**src/rtl/ping_pong_monitor.sv**
```systemverilog
// Receive-side checker for a ping-pong counter: classifies every out/direction transition, counts bounces, latches the first violation.
// Latency: all outputs registered, one cycle after the sampling edge. No backpressure; samples qualified by mon_en.
// Optional build macro PPM_HOLD_CHECK_EN enables MODE (code 11) checking of enable/bounds against hold-vs-step behaviour.
module ping_pong_monitor #(
    parameter int W  = 4,
    parameter int CW = 8
) (
    input  logic          clk,
    input  logic          rst_n,
    input  logic          mon_en,
    input  logic          cnt_en,
    input  logic [W-1:0]  max,
    input  logic [W-1:0]  min,
    input  logic          direction,
    input  logic [W-1:0]  out,
    input  logic          err_clr,
    output logic          bounce_top,
    output logic          bounce_bot,
    output logic          flip_det,
    output logic          hold_det,
    output logic [CW-1:0] bounce_cnt,
    output logic          error,
    output logic [1:0]    err_code
);

    typedef enum logic [1:0] {IDLE, TRACK, FAULT} state_t;

    localparam logic [W:0] ONE = (W+1)'(1);

    state_t        state;
    logic [W-1:0]  out_q, max_q, min_q;
    logic          dir_q, en_q;

    logic [W:0]    out_x, ref_x;
    logic          is_hold, is_up, is_dn, hold_exp;
    logic          hold_viol, step_viol;
    logic          ev_top, ev_bot, ev_flip, ev_hold;
    logic [1:0]    viol, viol_eff;
    logic          checking;

    // Widen before stepping so 15 -> 0 is a jump, not a wrap.
    assign out_x    = {1'b0, out};
    assign ref_x    = {1'b0, out_q};
    assign is_hold  = (out == out_q);
    assign is_up    = (out_x == ref_x + ONE);
    assign is_dn    = (out_x + ONE == ref_x);
    assign hold_exp = !en_q || (max_q <= min_q) || (out_q > max_q) || (out_q < min_q);

`ifdef PPM_HOLD_CHECK_EN
    assign hold_viol = !hold_exp;
    assign step_viol = hold_exp;
`else
    logic hold_exp_unused;
    assign hold_exp_unused = hold_exp;
    assign hold_viol = 1'b0;
    assign step_viol = 1'b0;
`endif

    always_comb begin
        viol    = 2'b00;
        ev_top  = 1'b0;
        ev_bot  = 1'b0;
        ev_flip = 1'b0;
        ev_hold = 1'b0;
        if (is_hold) begin
            ev_hold = 1'b1;
            if (hold_viol) viol = 2'b11;
        end else if (is_up || is_dn) begin
            if (step_viol) viol = 2'b11;
            if (is_up != direction) begin
                if (viol == 2'b00) viol = 2'b10;
            end else if (direction != dir_q) begin
                if (out_q == max_q && !direction)     ev_top  = 1'b1;
                else if (out_q == min_q && direction) ev_bot  = 1'b1;
                else                                  ev_flip = 1'b1;
            end
        end else begin
            viol = 2'b01;
        end
    end

    assign checking = mon_en && (state != IDLE);
    assign viol_eff = checking ? viol : 2'b00;

    always_ff @(posedge clk or negedge rst_n) begin
        if (!rst_n) begin
            state      <= IDLE;
            out_q      <= '0;
            max_q      <= '0;
            min_q      <= '0;
            dir_q      <= 1'b0;
            en_q       <= 1'b0;
            bounce_top <= 1'b0;
            bounce_bot <= 1'b0;
            flip_det   <= 1'b0;
            hold_det   <= 1'b0;
            bounce_cnt <= '0;
            error      <= 1'b0;
            err_code   <= 2'b00;
        end else begin
            bounce_top <= checking && ev_top;
            bounce_bot <= checking && ev_bot;
            flip_det   <= checking && ev_flip;
            hold_det   <= checking && ev_hold;

            if (mon_en) begin
                out_q <= out;
                max_q <= max;
                min_q <= min;
                dir_q <= direction;
                en_q  <= cnt_en;
            end

            if (checking && (ev_top || ev_bot) && (bounce_cnt != {CW{1'b1}}))
                bounce_cnt <= bounce_cnt + CW'(1);

            // A fresh violation in the clearing cycle replaces the old code.
            if (viol_eff != 2'b00) begin
                error <= 1'b1;
                if (!error || err_clr) err_code <= viol_eff;
            end else if (err_clr) begin
                error    <= 1'b0;
                err_code <= 2'b00;
            end

            if (!mon_en)
                state <= IDLE;
            else if ((viol_eff != 2'b00) || (error && !err_clr))
                state <= FAULT;
            else
                state <= TRACK;
        end
    end

endmodule

```
**config.mk**
```make
export PLATFORM = sky130hd
export DESIGN_NAME = ping_pong_monitor
export DESIGN_NICKNAME = d
export VERILOG_FILES = /design/src/rtl/ping_pong_monitor.sv
export SDC_FILE = /design/constraint.sdc
export NUM_CORES = 1
export LEC_CHECK = 0
export BUFFER_PORTS_ARGS = -buffer_cell sky130_fd_sc_hd__buf_2
export CAP_MARGIN = 20
export CORE_UTILIZATION = 45
export DETAILED_ROUTE_END_ITERATION = 12
export PLACE_DENSITY = 0.76
export SYNTH_ARGS = -nofsm -noshare
export SYNTH_HDL_FRONTEND = slang
export SYNTH_SLANG_ARGS = --single-unit
```
**constraint.sdc**
```tcl
create_clock -name clk -period 2.9 [get_ports clk]
set_input_delay 0 -clock clk [delete_from_list [all_inputs] [get_ports clk]]
set_output_delay 0 -clock clk [all_outputs]
set_load 0.03 [all_outputs]
```
==> key figures <==
GRT
  • First-pass GRT wire length: 5154 microns
  • Vias in the first global route: 1160
  • Pin count of the biggest net entering global routing: 31
  • Overflow after GRT: 0
  • Initial antenna violation count: 0
  • Total track usage: 0.1670

STA
  • Least-Margin Pin Slew: 658.1 ps
  • Rel. slew slack: 0.5613
  • Max Fclk: 383.2 MHz
  • Crit share post-route: 0.8999
  • Worst Skew: 10.49 ps
  • Final Max Slew Viols: 0
  • RSZ-0062 raised after global routing: false
  • Final Critical Period: 2610 ps
  • Final Hold Viols: 0
  • Aggregate negative setup slack: 0 ps
  • Setup violators final: 0

Setup path
  • Worst Path Arrival: 2820 ps
  • R2R setup slack: 290 ps
  • Critical path capture point type: flip-flop
  • Worst Setup SP: out_q[1]
  • Top delay family on crit path: compound AO/OA/AOI/OAI gates
  • WS Path Type: flip-flop to flip-flop
  • Worst path bufs/invs: 0
  • Worst EP required: 3110 ps
  • Worst R2R Start: out_q[1]
  • Crit start category: flip-flop
  • Crit path cell chain: ha_1, xor2_1, a211oi_1, and3_2, o41ai_4, nand3_4, mux2_4
  • Slowest CP cell: o41ai_4
  • Critical Path Max Stage Delay: 610 ps
  • Worst-path fanout max: 8

Floorplanning
  • Rows: 21
  • Initial Utilization: 0.4791
  • Chip width: 62.31 microns
  • Die H: 62.31 microns
  • IO Count: 33
  • Core area: 3416 sq um
  • Total die area: 3882 sq um

Route
  • Post-route DRC: 0
  • Routed via count: 1248
  • Vias per cell: 5.200
  • DR pass1 iterations: 4
  • DRT Wirelength: 2961 microns
  • First-iteration detailed-routing DRC count: 33
  • Routed Antenna Nets: 0
  • Wire per inst: 12.34 microns

Yosys
  • EDFF count, synth: 0
  • Synth warnings: 0
  • #FFs+latches synth: 30
  • Most frequent cell after synthesis: dfrtp_1
  • Synth cell types: 40
  • Top cell type's share of synthesized area: 0.4587
  • Async set-reset flop share out of synthesis: 1.000
  • Synth Instances: 147
  • Syn avg cell area: 11.13 sq um
  • Leading area contributor after synthesis: dfrtp_1
  • Synth Net Count: 168
  • Top cells by count, synth: 30 x dfrtp_1, 17 x xnor2_1, 13 x mux2_2
  • Synthesized cell area: 1637 sq um
  • Top area cells in the synthesized netlist: dfrtp_1 46%, xnor2_1 9.1%, mux2_2 8.9%, nand3_1 3.4%, xor2_1 3.2%
  • Sequential area share after synthesis: 0.4587
  • Prevailing post-synth register cell: dfrtp_1

Finish
  • Post-layout nets: 214
  • Register area: 750.7 sq um
  • Layout Cells excl Fill: 240
  • Multi-input gate area: 855.8 sq um
  • Fillcell total: 294
  • Area Overhead vs Synth: 23.24%
  • Diodes inserted: 0
  • Share of cells above drive strength 1: 0.3041

Power
  • Power per cell area: 472.1 nW/um^2
  • Leakage: 0.9361 nW
  • Max VDD drop: 355.1 uV

Clock network
  • CTS tree: yes
  • Clk buf depth: 2
  • H-tree depth: 2
  • Clk slew on worst S/H paths: 100 ps
  • Worst-skew pair later-pin latency: 330 ps
  • PostCTS Resize Cnt: 0
  • Clock sink total: 30
  • Root buffer cell: clkbuf_4
  • CTS buffer count: 5
  • Post-CTS Setup Bufs: 0

Min path
  • Type of the most critical hold path: input port to flip-flop
  • Hold_sp: out[2]

Place
  • Placed Cells: 219
  • Gp weighted congestion: 0.7721
  • # port buffers: 31

Outcome
  • Status: completed

Job
  • # Max-Cap Violations: 0
-- metrics by stage --
stage / worst slack, ps / hold slack [ps] / cell area [sq um] / power [mW] / utilization
after floorplan: 589.8 / -295.6 / 1637 / 0.6359 / -
after global placement: 438.1 / 55.64 / 1827 / 0.6824 / 0.5348
after detailed placement: 328.6 / 70.43 / 1827 / 0.6916 / 0.5348
after CTS: 304.7 / 0.5038 / 2017 / 0.9615 / 0.5905
after global routing: 160.0 / 17.14 / 2017 / 1.008 / 0.5905
final: 290.3 / 12.81 / 2017 / 0.9522 / 0.5905
-- cells by family after synthesis --
group | after synthesis | share of synthesized area
AND/OR/NAND/NOR | 51 | 0.1751
flip-flops | 30 | 0.4587
XOR/XNOR | 24 | 0.1330
AO/OA/AOI/OAI | 17 | 0.08716
multiplexers | 15 | 0.1047
buffers and inverters | 7 | 0.01835
adder cells (fa/ha/maj) | 3 | 0.02294
-- routing by layer --
metal	global-route usage	up-vias	share of wire
met5	0	-	0
met2	0.2692	34	0.48
met3	0.04412	5	0.045
met4	0.04651	0	0.0084
met1	0.2213	591	0.46
li1	-	618	-
-- worst paths after layout --
path	endpoint	cells after the start
max	bounce_cnt[1]	7
min	out_q[2]	2
max reg2reg	bounce_cnt[1]	7
min reg2reg	bounce_cnt[7]	1
max in group asynchronous	max_q[1]	2
min in group asynchronous	out_q[2]	2
-- report_power, final --
part | internal [mW] | switching (mW)
clock | 0.117 | 0.140
combinational | 0.100 | 0.114
sequential | 0.449 | 0.0318
total | 0.666 | 0.286
-- state kept, by name, indices dropped and copies added, names as in the netlist --
signal      count
flip_det        1
out_q           4
bounce_bot      1
bounce_top      1
hold_det        1
min_q           4
error           1
err_code        2
max_q           4
state           2
bounce_cnt      8
dir_q           1
-- layout make-up --
type	instances	share of cell area
clock buffer	7	0.02730
clock inverter	1	0.002481
tap	46	0.02854
inverter	2	0.003722
multi-input combinational	110	0.4243
sequential	30	0.3722
timing repair buffer	44	0.1414
-- cells in the final DEF (no fill, tap or decap), types with 2 or more instances in the layout --
cell type and instances:
nor2_1 8, nand2b_1 4, inv_1 2, o21ai_0 4, nand2_1 5, dlygate4sd3_1 13, and2_1 2, and3_1 4
clkbuf_4 5, xor2_1 6, nor4_1 3, a211oi_1 2, buf_2 31, nand4_1 3, dfrtp_1 30, nor3_1 2
ha_1 3, nand3_1 11, mux2_2 13, nor2b_1 4, xnor2_1 17
-- timing repair --
item | in CTS | in global routing
hold buffers | 13 | 0
hold endpoints to repair | 43 | 0
endpoints found under the setup margin | 0 | 0
Power figures use the tool's default switching activity.
